<file path="src/rtl/affine_pkg.sv">
// Shared types for the affine core: datapath width and the accumulator pair
// record that the result drain queues.
package affine;

    localparam int N              = 16;
    localparam int ACC_FIFO_DEPTH = 4;

    typedef struct packed {
        logic signed [N-1:0] acc1;
        logic signed [N-1:0] acc2;
    } acc_pair_t;

    typedef enum logic {
        SEND1 = 1'b0,
        SEND2 = 1'b1
    } drain_state_t;

endpackage

</file>
<file path="src/rtl/acc_fifo.sv">
// Show-ahead FIFO of accumulator pairs. The head entry is always visible on
// dout straight from storage; a push into a full FIFO succeeds if a pop frees a slot.
module acc_fifo
    import affine::*;
#(
    parameter  int DEPTH = ACC_FIFO_DEPTH,
    localparam int PTR_W = $clog2(DEPTH),
    localparam int CNT_W = $clog2(DEPTH + 1)
) (
    input  logic             clk,
    input  logic             rst,
    input  logic             push,
    input  logic             pop,
    input  acc_pair_t        din,
    output acc_pair_t        dout,
    output logic             full,
    output logic             empty,
    output logic [CNT_W-1:0] count
);

    acc_pair_t        mem_r [DEPTH];
    logic [PTR_W-1:0] wr_ptr_r;
    logic [PTR_W-1:0] rd_ptr_r;
    logic [CNT_W-1:0] count_r;
    logic             push_ok_s;
    logic             pop_ok_s;

    assign full      = (count_r == CNT_W'(DEPTH));
    assign empty     = (count_r == CNT_W'(0));
    assign count     = count_r;
    assign dout      = mem_r[rd_ptr_r];
    assign pop_ok_s  = pop && !empty;
    assign push_ok_s = push && (!full || pop_ok_s);

    // Storage and write pointer; storage is cleared so the idle output word reads zero.
    always_ff @(posedge clk or posedge rst) begin
        if (rst) begin
            for (int i = 0; i < DEPTH; i++) begin
                mem_r[i] <= '0;
            end
            wr_ptr_r <= PTR_W'(0);
        end else if (push_ok_s) begin
            mem_r[wr_ptr_r] <= din;
            wr_ptr_r        <= wr_ptr_r + PTR_W'(1);
        end else begin
            wr_ptr_r <= wr_ptr_r;
        end
    end

    // Read pointer advances on every accepted pop, wrapping naturally.
    always_ff @(posedge clk or posedge rst) begin
        if (rst) begin
            rd_ptr_r <= PTR_W'(0);
        end else if (pop_ok_s) begin
            rd_ptr_r <= rd_ptr_r + PTR_W'(1);
        end else begin
            rd_ptr_r <= rd_ptr_r;
        end
    end

    // Occupancy: a simultaneous push and pop leaves the count unchanged.
    always_ff @(posedge clk or posedge rst) begin
        if (rst) begin
            count_r <= CNT_W'(0);
        end else begin
            case ({push_ok_s, pop_ok_s})
                2'b10:   count_r <= count_r + CNT_W'(1);
                2'b01:   count_r <= count_r - CNT_W'(1);
                default: count_r <= count_r;
            endcase
        end
    end

endmodule

</file>
<file path="src/rtl/acc_drain.sv">
// Result drain: captures acc1/acc2 pairs into a FIFO and serialises each pair
// onto a valid/ready stream, acc1 then acc2, with a sticky drop flag.
module acc_drain
    import affine::*;
#(
    parameter int DEPTH = ACC_FIFO_DEPTH
) (
    input  logic                clk_i,
    input  logic                rst_i,
    input  logic                cap_i,
    input  logic signed [N-1:0] acc1_i,
    input  logic signed [N-1:0] acc2_i,
    output logic signed [N-1:0] out_data_o,
    output logic                out_valid_o,
    input  logic                out_ready_i,
    output logic                out_last_o,
    output logic                full_o,
    output logic                busy_o,
    output logic                ovf_o,
    input  logic                ovf_clr_i
);

    localparam int CNT_W = $clog2(DEPTH + 1);

    drain_state_t     state_r;
    logic             ovf_r;
    acc_pair_t        cap_pair_s;
    acc_pair_t        head_s;
    logic             full_s;
    logic             empty_s;
    logic [CNT_W-1:0] count_s;
    logic             hs_s;
    logic             pop_s;
    logic             drop_s;

    assign cap_pair_s.acc1 = acc1_i;
    assign cap_pair_s.acc2 = acc2_i;

    assign hs_s   = out_valid_o && out_ready_i;
    assign pop_s  = hs_s && (state_r == SEND2);
    assign drop_s = cap_i && full_s && !pop_s;

    acc_fifo #(
        .DEPTH (DEPTH)
    ) u_fifo (
        .clk   (clk_i),
        .rst   (rst_i),
        .push  (cap_i),
        .pop   (pop_s),
        .din   (cap_pair_s),
        .dout  (head_s),
        .full  (full_s),
        .empty (empty_s),
        .count (count_s)
    );

    // Word sequencer: an entry stays at the head until its acc2 word is taken.
    always_ff @(posedge clk_i or posedge rst_i) begin
        if (rst_i) begin
            state_r <= SEND1;
        end else begin
            case (state_r)
                SEND1:   state_r <= hs_s ? SEND2 : SEND1;
                SEND2:   state_r <= hs_s ? SEND1 : SEND2;
                default: state_r <= SEND1;
            endcase
        end
    end

    // Sticky drop flag; a drop in the same cycle as a clear keeps it set.
    always_ff @(posedge clk_i or posedge rst_i) begin
        if (rst_i) begin
            ovf_r <= 1'b0;
        end else if (drop_s) begin
            ovf_r <= 1'b1;
        end else if (ovf_clr_i) begin
            ovf_r <= 1'b0;
        end else begin
            ovf_r <= ovf_r;
        end
    end

    // Output word select straight from the FIFO head.
    always_comb begin
        out_data_o = head_s.acc1;
        if (state_r == SEND2) begin
            out_data_o = head_s.acc2;
        end else begin
            out_data_o = head_s.acc1;
        end
    end

    assign out_valid_o = !empty_s;
    assign out_last_o  = (state_r == SEND2);
    assign full_o      = full_s;
    assign busy_o      = (count_s != CNT_W'(0));
    assign ovf_o       = ovf_r;

endmodule

</file>
<file path="config.mk">
export PLATFORM = sky130hd
export DESIGN_NAME = acc_drain
export DESIGN_NICKNAME = d
export VERILOG_FILES = /design/src/rtl/affine_pkg.sv /design/src/rtl/acc_fifo.sv /design/src/rtl/acc_drain.sv
export SDC_FILE = /design/constraint.sdc
export NUM_CORES = 1
export LEC_CHECK = 0
export CAP_MARGIN = 5
export CORE_ASPECT_RATIO = 1.75
export CORE_MARGIN = 2
export CORE_UTILIZATION = 25
export DETAILED_ROUTE_END_ITERATION = 8
export DONT_BUFFER_PORTS = 1
export GPL_TIMING_DRIVEN = 0
export REMOVE_ABC_BUFFERS = 1
export SYNTH_ARGS = -nofsm -noshare
export SYNTH_HDL_FRONTEND = slang
export SYNTH_SLANG_ARGS = --single-unit
</file>
<file path="constraint.sdc">
create_clock -name clk_i -period 7.5 [get_ports clk_i]
set_input_delay 1.5 -clock clk_i [delete_from_list [all_inputs] [get_ports clk_i]]
set_output_delay 1.5 -clock clk_i [all_outputs]
set_load 0.02 [all_outputs]
</file>
==> impl_metrics.json, run 1 <==
{
  "status": "finished, final reports clean",
  "dp_hpwl_um": 8870,
  "grt_pass1_wl_um": 20900,
  "yosysMostFrequentCell": "mux2_2",
  "synth.cell_area_mm2": 0.00627,
  "crit_arrival_ps": 2310,
  "die_area_mm2": 0.0264,
  "ys_ff_latch": 137,
  "dr_total_vias": 3183,
  "ant_nets": 0,
  "synth_common_cells": "mux2_2 (145), dfrtp_1 (137), mux4_2 (32)",
  "syn_inst": 376,
  "start_util_pct": 25.5,
  "grt_pass1_vias": 3685,
  "r2r_slack_ps": 3940,
  "drive_above_1_share_pct": 57.0,
  "dpl_worst_slack_ps": 3550,
  "rsz0062_at_grt": "no",
  "ctsResizeCount": 0,
  "max-slew-margin-rel_pct": 19.2,
  "postCtsHoldBufs": 0,
  "layout.cells.non_filler": 703,
  "cp-end-kind": "primary output",
  "synth.distinct_cells": 22,
  "cts_tree": "yes",
  "worst_slew_pin_slew_ps": 1210,
  "cts_buffers": 17,
  "min_path_type": "flop to flop",
  "drtPass1Iterations": 4,
  "antenna_cells": 0,
  "placedCellCount": 672,
  "nets": 423,
  "grtUsageTotal_pct": 11.0,
  "syn_avg_cell_area_um2": 16.7,
  "skew_ps": 4.21,
  "first_iter_violations": 99,
  "io_buffers": 0,
  "clockBufferDepth": 2,
  "htreeDepth": 4,
  "critical_path_required_ps": 6000,
  "p_leak_uw": 0.00294,
  "crit_path_start_kind": "flop",
  "maxCapViolations": 0,
  "grt_antenna_before_repair": 0,
  "setup_slack_ps": 3690,
  "cts.sinks": 137,
  "postPlaceCellArea_mm2": 0.00666,
  "cts_setup_buffers": 0,
  "routed_wirelength_um": 13300,
  "grt_max_degree": 81,
  "finalSetupViolCount": 0,
  "wl_per_cell_um": 18.9,
  "synthFlopType": "dfrtp_1",
  "rows": 76,
  "synth.area.top_cells": "dfrtp_1 (55%), mux2_2 (26%), mux4_2 (11%), buf_6 (2.2%), ha_1 (1.2%)",
  "avgViaCountPerCell": 4.53,
  "power_density_mw_per_mm2": 516,
  "cts_root_buffer": "clkbuf_16",
  "timing.setup.tns_ps": 0,
  "ioPinCount": 58,
  "finalCritPeriodShare_pct": 50.8,
  "ys_seq_area_share_pct": 54.7,
  "drc": 0,
  "finalMaxSlewViolations": 0,
  "core_area_mm2": 0.0246,
  "worstSetupPathType": "flop to primary output",
  "async_reset_ff_share_pct": 100,
  "ir_worst_vdd_v": 0.000252,
  "clkTransAtPathRegs_ps": 60,
  "synth_enable_flop_cells": 0,
  "gp_routability_congestion": 0.642,
  "yosys.area.top_type_share_pct": 54.7,
  "yosysWarnings": 0,
  "gr-total-overflow": 0,
  "clk_latency_ps": 430,
  "post-route-min-period_ps": 3810,
  "synth_area_leader_cell": "dfrtp_1",
  "dieWidth_um": 124,
  "stdcell_area_mm2": 0.00736,
  "die_h_um": 214,
  "finalHoldViolations": 0,
  "syn_to_final_growth_pct": 17.3,
  "fill_cells": 2397,
  "worstPathMaxFanout": 21,
  "fmax_ghz": 0.262
}
worst paths after layout:
| path | start | end | depth (start not counted) |
|---|---|---|---|
| worst max-delay path | out_last_o$_DFF_PP0_ | out_data_o[11] | 3 |
| worst min-delay path | u_fifo.mem_r[94]$_DFFE_PP0P_ | u_fifo.mem_r[94]$_DFFE_PP0P_ | 1 |
| worst max register to register | u_fifo.count[0]$_DFFE_PP0P_ | u_fifo.count[2]$_DFFE_PP0P_ | 11 |
| worst min register to register | u_fifo.mem_r[94]$_DFFE_PP0P_ | u_fifo.mem_r[94]$_DFFE_PP0P_ | 1 |
| max in group asynchronous | rst_i | u_fifo.mem_r[122]$_DFFE_PP0P_ | 2 |
| min in group asynchronous | rst_i | u_fifo.mem_r[100]$_DFFE_PP0P_ | 1 |
stage by stage:
step	utilization, %	hold WS, ps	power, µW
finish	29.9	499	3800
global route	29.9	508	4030
CTS	29.9	503	3880
detailed placement	27.0	491	2870
global placement	26.2	483	2740
floorplan	-	475	2480
per-layer routing:
| layer | GRT usage, % | share of wire, % |
|---|---|---|
| met1 | 11.8 | 38 |
| met2 | 18.8 | 55 |
| met3 | 4.44 | 4.9 |
| met4 | 5.17 | 2.0 |
| met5 | 0 | 0 |
final cells by class:
type / count / area [µm²] / share of cell area (%)
clock inverters: 12 / 245 / 3.33
clock buffers: 19 / 453 / 6.16
inverters: 7 / 31.3 / 0.425
flip-flops and latches: 137 / 3430 / 46.6
well taps: 312 / 390 / 5.31
repair buffers: 7 / 163 / 2.21
multi-input cells: 209 / 2650 / 35.9
cell families after synthesis:
logic type / after synthesis / share of synthesized area, %
mux: 178 / 37.7
flops: 137 / 54.7
buf+inv: 30 / 3.65
simple gates: 16 / 1.44
fa+ha+maj: 7 / 1.52
xor+xnor: 6 / 0.838
compound gates: 2 / 0.219
worst max-delay path, cell delays in order, from the launching register on:
cell and delay (ps):
dfrtp_2 710, buf_12 270, mux4_2 540, mux2_2 340
where the power goes:
group          switching, µW  total, µW  internal, µW
Clock                    314        985           672
Combinational            594       1410           819
Sequential               276       1400          1120
placed cells by master (no fill, tap or decap), types with 4 or more instances in the layout:
cell / n
mux4_2: 32
mux2_2: 145
nor2_4: 4
nand2_1: 6
ha_1: 6
inv_1: 6
dfrtp_1: 135
clkbuf_16: 17
bufinv_16: 7
buf_12: 4
flip-flops by register name (all words and copies together) (netlist names):
signal and flops:
ovf_o 1, u_fifo.rd_ptr_r 2, out_last_o 1, u_fifo.wr_ptr_r 2, u_fifo.count 3, u_fifo.mem_r 128
Power figures use the tool's default switching activity.
==> inputs of run 2 (changes only) <==
--- a/config.mk
+++ b/config.mk
@@ -5,6 +5,7 @@
 export SDC_FILE = /design/constraint.sdc
 export NUM_CORES = 1
 export LEC_CHECK = 0
+export ABC_AREA = 1
 export CAP_MARGIN = 5
 export CORE_ASPECT_RATIO = 1.75
 export CORE_MARGIN = 2
==> constraint.sdc (replaced) <==
create_clock -name clk_i -period 3.45 [get_ports clk_i]
set_input_delay 0.69 -clock clk_i [delete_from_list [all_inputs] [get_ports clk_i]]
set_output_delay 0.69 -clock clk_i [all_outputs]
set_load 0.02 [all_outputs]
==> impl_metrics.json, run 2 <==
{
  "status": "finished, final reports clean",
  "cp-end-kind": "flop",
  "layout_common_cells": "nand2_1 (475), inv_1 (140), dfrtp_1 (134), nand4_1 (128), nand3_1 (67)",
  "syn_inst": 1054,
  "dp_hpwl_um": 11900,
  "rows": 83,
  "crit_arrival_ps": 3710,
  "ys_ff_latch": 137,
  "start_util_pct": 25.5,
  "die_h_um": 233,
  "gp_routability_congestion": 0.753,
  "synth.distinct_cells": 20,
  "grt_antenna_before_repair": 0,
  "die_area_mm2": 0.0314,
  "synthFlopType": "dfrtp_1",
  "synth_common_cells": "nand2_1 (475), inv_1 (142), dfrtp_1 (137)",
  "first_iter_violations": 508,
  "wl_per_cell_um": 15.4,
  "grt.met2_usage_pct": 24.9,
  "utilization_pct": 28.2,
  "fmax_ghz": 0.294,
  "yosys.area.top_type_share_pct": 45.8,
  "nets": 1040,
  "stdcell_area_mm2": 0.00827,
  "rsz0062_at_grt": "yes",
  "maxCapViolations": 0,
  "clkTransAtPathRegs_ps": 50,
  "worstSetupPathType": "flop to flop",
  "cts_buffers": 17,
  "routed_wirelength_um": 21400,
  "grt_pass1_vias": 6391,
  "dieWidth_um": 135,
  "grt.busiest_layer": "met2",
  "power_density_mw_per_mm2": 1020,
  "p_leak_uw": 0.00450,
  "drive_above_1_share_pct": 4.38,
  "syn_to_final_growth_pct": 10.6,
  "critical_path_required_ps": 3760,
  "cts_root_buffer": "clkbuf_16",
  "antenna_cells": 0,
  "max-slew-margin-rel_pct": 37.0,
  "use_met3_pct": 4.03,
  "finalCritPeriodShare_pct": 98.7,
  "whs_ps": 200,
  "yosysWarnings": 0,
  "reg2reg_depth": 7,
  "synth.cell_area_mm2": 0.00748,
  "htreeDepth": 4,
  "io_buffers": 0,
  "drc": 0,
  "ioPinCount": 58,
  "cts.sinks": 137,
  "top_register": "u_fifo.mem_r",
  "post-route-min-period_ps": 3400,
  "postPlaceCellArea_mm2": 0.00773,
  "synth_enable_flop_cells": 0,
  "finalSetupViolCount": 0,
  "grtUsageTotal_pct": 14.2,
  "worstPathMaxFanout": 73,
  "postCtsHoldBufs": 0,
  "synth_area_leader_cell": "dfrtp_1",
  "synth.area.top_cells": "dfrtp_1 (46%), nand2_1 (24%), nand4_1 (11%), inv_1 (7.1%), nand3_1 (4.5%)",
  "skew_ps": 5.48,
  "ys_seq_area_share_pct": 45.8,
  "syn_avg_cell_area_um2": 7.10,
  "min_path_type": "input pin to async pin",
  "finalMaxSlewViolations": 0,
  "core_area_mm2": 0.0294,
  "ir_worst_vdd_v": 0.000454,
  "yosysMostFrequentCell": "nand2_1",
  "cts_tree": "yes",
  "dr_total_vias": 6529,
  "ant_nets": 0,
  "cts_setup_buffers": 0,
  "mostFrequentLayoutCell": "nand2_1",
  "clockBufferDepth": 2,
  "crit_path_start_kind": "flop",
  "worst_slew_pin_slew_ps": 944,
  "grt_max_degree": 137,
  "drtPass1Iterations": 5,
  "met1_usage_pct": 15.6,
  "grt_pass1_wl_um": 34300,
  "gr-total-overflow": 0,
  "largest_reg_flops": 128,
  "avgViaCountPerCell": 4.71,
  "clk_latency_ps": 430,
  "finalHoldViolations": 0,
  "async_reset_ff_share_pct": 100
}
## run 2: cell types whose count changed in the layout (fill, tap and decap cells not counted), moves of 32 or more
cell and delta:
nand2_1 +469, mux2_2 -145, inv_1 +134, nand3_1 +67
nand4_1 +128, mux4_2 -32
## run 2: power breakdown
group          switching [µW]  total, µW  internal [µW]
clock                     655       1660           1010
combinational            2650       3810           1160
sequential                581       2930           2350
## run 2: cell families after synthesis
kind of cell | after synthesis | share of synthesized area [%]
compound gates | 4 | 0.301
xor+xnor | 4 | 0.468
fa+ha+maj | 7 | 1.27
buf+inv | 224 | 12.1
flops | 137 | 45.8
simple gates | 678 | 40.0
## run 2: per-layer routing
metal | up-vias | wire (µm)
met5 | - | 0
met4 | 0 | 749
met3 | 47 | 1410
met2 | 185 | 11100
met1 | 3107 | 8150
li1 | 3190 | -
## run 2: final timing paths
check / from / endpoint / slack (ps)
worst max-delay path: out_last_o$_DFF_PP0_ / u_fifo.mem_r[6]$_DFFE_PP0P_ / 50
worst min-delay path: rst_i / u_fifo.mem_r[68]$_DFFE_PP0P_ / 200
worst max register to register: out_last_o$_DFF_PP0_ / u_fifo.mem_r[6]$_DFFE_PP0P_ / 50
worst min register to register: u_fifo.mem_r[125]$_DFFE_PP0P_ / u_fifo.mem_r[125]$_DFFE_PP0P_ / 470
max in group asynchronous: rst_i / u_fifo.mem_r[107]$_DFFE_PP0P_ / 2440
min in group clk_i: ovf_clr_i / ovf_o$_DFFE_PP0P_ / 360
## run 2: layout make-up
type	count	area (µm²)
fill	3142	21100
sequential	137	3430
multi-input combinational	693	3170
inverter	142	541
tap	382	478
clock buffer	23	468
timing repair buffer	5	130
clock inverter	5	50.0
## run 2: per-stage QoR
stage,setup slack [ps],power [µW],instances,setup TNS [ps]
2_1_floorplan,-908,5540,972,-126580
3_3_place_gp,-2760,6640,1354,-532050
3_5_place_dp,-370,6780,1359,-42260
4_1_cts,6.68,8460,1387,0
5_1_grt,-160,9160,1387,-7430
6_report,46.3,8400,1387,0
## run 2: what timing repair did
| action | in CTS | in global routing |
|---|---|---|
| endpoints found under the setup margin | 145 | 138 |
| endpoints found under the hold margin | 0 | 0 |
| resized for setup | 2 | 3 |
## run 2: critical path, cell delays in order (launching register included)
cell	delay [ps]
dfrtp_2	800
ha_1	280
inv_1	80
nand3_4	570
buf_16	350
nand3_2	780
nand2_1	280
nand2_1	80
==> inputs of run 3 (changes only) <==
==> constraint.sdc (replaced) <==
create_clock -name clk_i -period 3.5 [get_ports clk_i]
set_input_delay 0.7 -clock clk_i [delete_from_list [all_inputs] [get_ports clk_i]]
set_output_delay 0.7 -clock clk_i [all_outputs]
set_load 0.02 [all_outputs]
==> impl_metrics.json, run 3 (same netlist as run 2, synthesis figures left out) <==
{
  "io_buffers": 0,
  "switchingPower_uw": 3830,
  "finalMaxSlewViolations": 0,
  "critical_path_required_ps": 3810,
  "power_density_mw_per_mm2": 1000,
  "antenna_cells": 0,
  "stdcell_area_mm2": 0.00828,
  "grt_antenna_before_repair": 0,
  "first_iter_violations": 508,
  "clockBufferDepth": 2,
  "seq_power_share_pct": 34.9,
  "drive_above_1_share_pct": 4.38,
  "rows": 83,
  "gp_routability_congestion": 0.753,
  "post-route-min-period_ps": 3400,
  "grtUsageTotal_pct": 14.2,
  "p_leak_uw": 0.00450,
  "skew_ps": 6.92,
  "clk_latency_ps": 430,
  "worstPathMaxFanout": 73,
  "worstSetupPathType": "flop to flop",
  "rsz0062_at_grt": "yes",
  "drc": 0,
  "finalHoldViolations": 0,
  "cts_buffers": 17,
  "crit_path_start_kind": "flop",
  "swShare_pct": 46.2,
  "max-slew-margin-rel_pct": 36.7,
  "core_area_mm2": 0.0294,
  "top_register": "u_fifo.mem_r",
  "comb_power_share_pct": 45.3,
  "utilization_pct": 28.2,
  "ir_worst_vdd_v": 0.000448,
  "die_h_um": 233,
  "r2r_slack_ps": 100,
  "clkTransAtPathRegs_ps": 50,
  "cts_tree": "yes",
  "min_path_type": "input pin to async pin",
  "cp-end-kind": "flop",
  "grt_max_degree": 137,
  "largest_reg_flops": 128,
  "maxCapViolations": 0,
  "dp_hpwl_um": 11900,
  "cts_root_buffer": "clkbuf_16",
  "routed_wirelength_um": 21400,
  "status": "finished, final reports clean",
  "ant_nets": 0,
  "grt_pass1_wl_um": 34300,
  "nets": 1040,
  "avgViaCountPerCell": 4.74,
  "grt_pass1_vias": 6395,
  "dr_total_vias": 6568,
  "finalSetupViolCount": 0,
  "drtPass1Iterations": 5,
  "dieWidth_um": 135,
  "fmax_ghz": 0.294,
  "start_util_pct": 25.5,
  "p_int_uw": 4460,
  "clockPowerShare_pct": 19.7,
  "syn_to_final_growth_pct": 10.6,
  "worst_slew_pin_slew_ps": 950,
  "crit_arrival_ps": 3700,
  "gr-total-overflow": 0,
  "layout_common_cells": "nand2_1 (475), inv_1 (140), dfrtp_1 (134), nand4_1 (128), nand3_1 (67)",
  "mostFrequentLayoutCell": "nand2_1",
  "cts_setup_buffers": 0,
  "cts.sinks": 137,
  "die_area_mm2": 0.0314,
  "postPlaceCellArea_mm2": 0.00773,
  "ioPinCount": 58,
  "htreeDepth": 4,
  "wl_per_cell_um": 15.4,
  "finalCritPeriodShare_pct": 97.1
}
[run 3: layer usage]
layer / global-route usage [%] / up-vias / routed length, µm
li1: - / 3192 / -
met1: 15.5 / 3106 / 8110
met2: 24.9 / 215 / 11000
met3: 4.03 / 55 / 1490
met4: 6.91 / 0 / 772
met5: 0 / - / 0
[run 3: through the flow]
step / hold WS [ps] / power, µW / setup WS, ps / cells / TNS, ps
after floorplan: 442 / 5470 / -868 / 972 / -120460
after global placement: 452 / 6540 / -2720 / 1354 / -519330
after detailed placement: 458 / 6690 / -320 / 1359 / -35810
after CTS: 221 / 8340 / 27.2 / 1387 / 0
after global routing: 242 / 9030 / -110 / 1387 / -4240
final: 211 / 8290 / 103 / 1387 / 0
[run 3: worst paths after layout]
check                                         startpoint                             end  cells after the start
setup / recovery                    out_last_o$_DFF_PP0_     u_fifo.mem_r[6]$_DFFE_PP0P_                      7
hold / removal                                     rst_i    u_fifo.mem_r[68]$_DFFE_PP0P_                      1
setup reg to reg                    out_last_o$_DFF_PP0_     u_fifo.mem_r[6]$_DFFE_PP0P_                      7
hold reg to reg            u_fifo.mem_r[124]$_DFFE_PP0P_   u_fifo.mem_r[124]$_DFFE_PP0P_                      2
max in group asynchronous                          rst_i  u_fifo.rd_ptr_r[0]$_DFFE_PP0P_                      2
min in group clk_i                             ovf_clr_i               ovf_o$_DFFE_PP0P_                      1
[run 3: what timing repair did]
| item | in CTS | in global routing |
|---|---|---|
| gates cloned | 0 | 0 |
| setup endpoints to repair | 145 | 137 |
| hold buffers | 0 | 0 |
| gates resized for setup | 1 | 6 |
[run 3: layout make-up]
type | instances | area, µm²
fillers | 3141 | 21100
flip-flops and latches | 137 | 3440
multi-input cells | 693 | 3170
inverters | 142 | 541
well taps | 382 | 478
clock buffers | 23 | 468
repair buffers | 5 | 130
clock inverters | 5 | 50.0
[run 3: power by group through the flow]
stage                     Sequential [µW]  Clock, µW  Combinational (µW)
final                                2900       1640                3760
after global routing                 3000       1730                4300
after CTS                            2880       1660                3800
after detailed placement             2900          0                3790
after global placement               2960          0                3580
after floorplan                      2760          0                2700
[run 3: critical path: stages (launching register included)]
cell     delay [ps]
dfrtp_2         800
ha_1            280
inv_1            80
nand3_4         570
buf_16          360
nand3_2         770
nand2_1         270
nand2_1          80
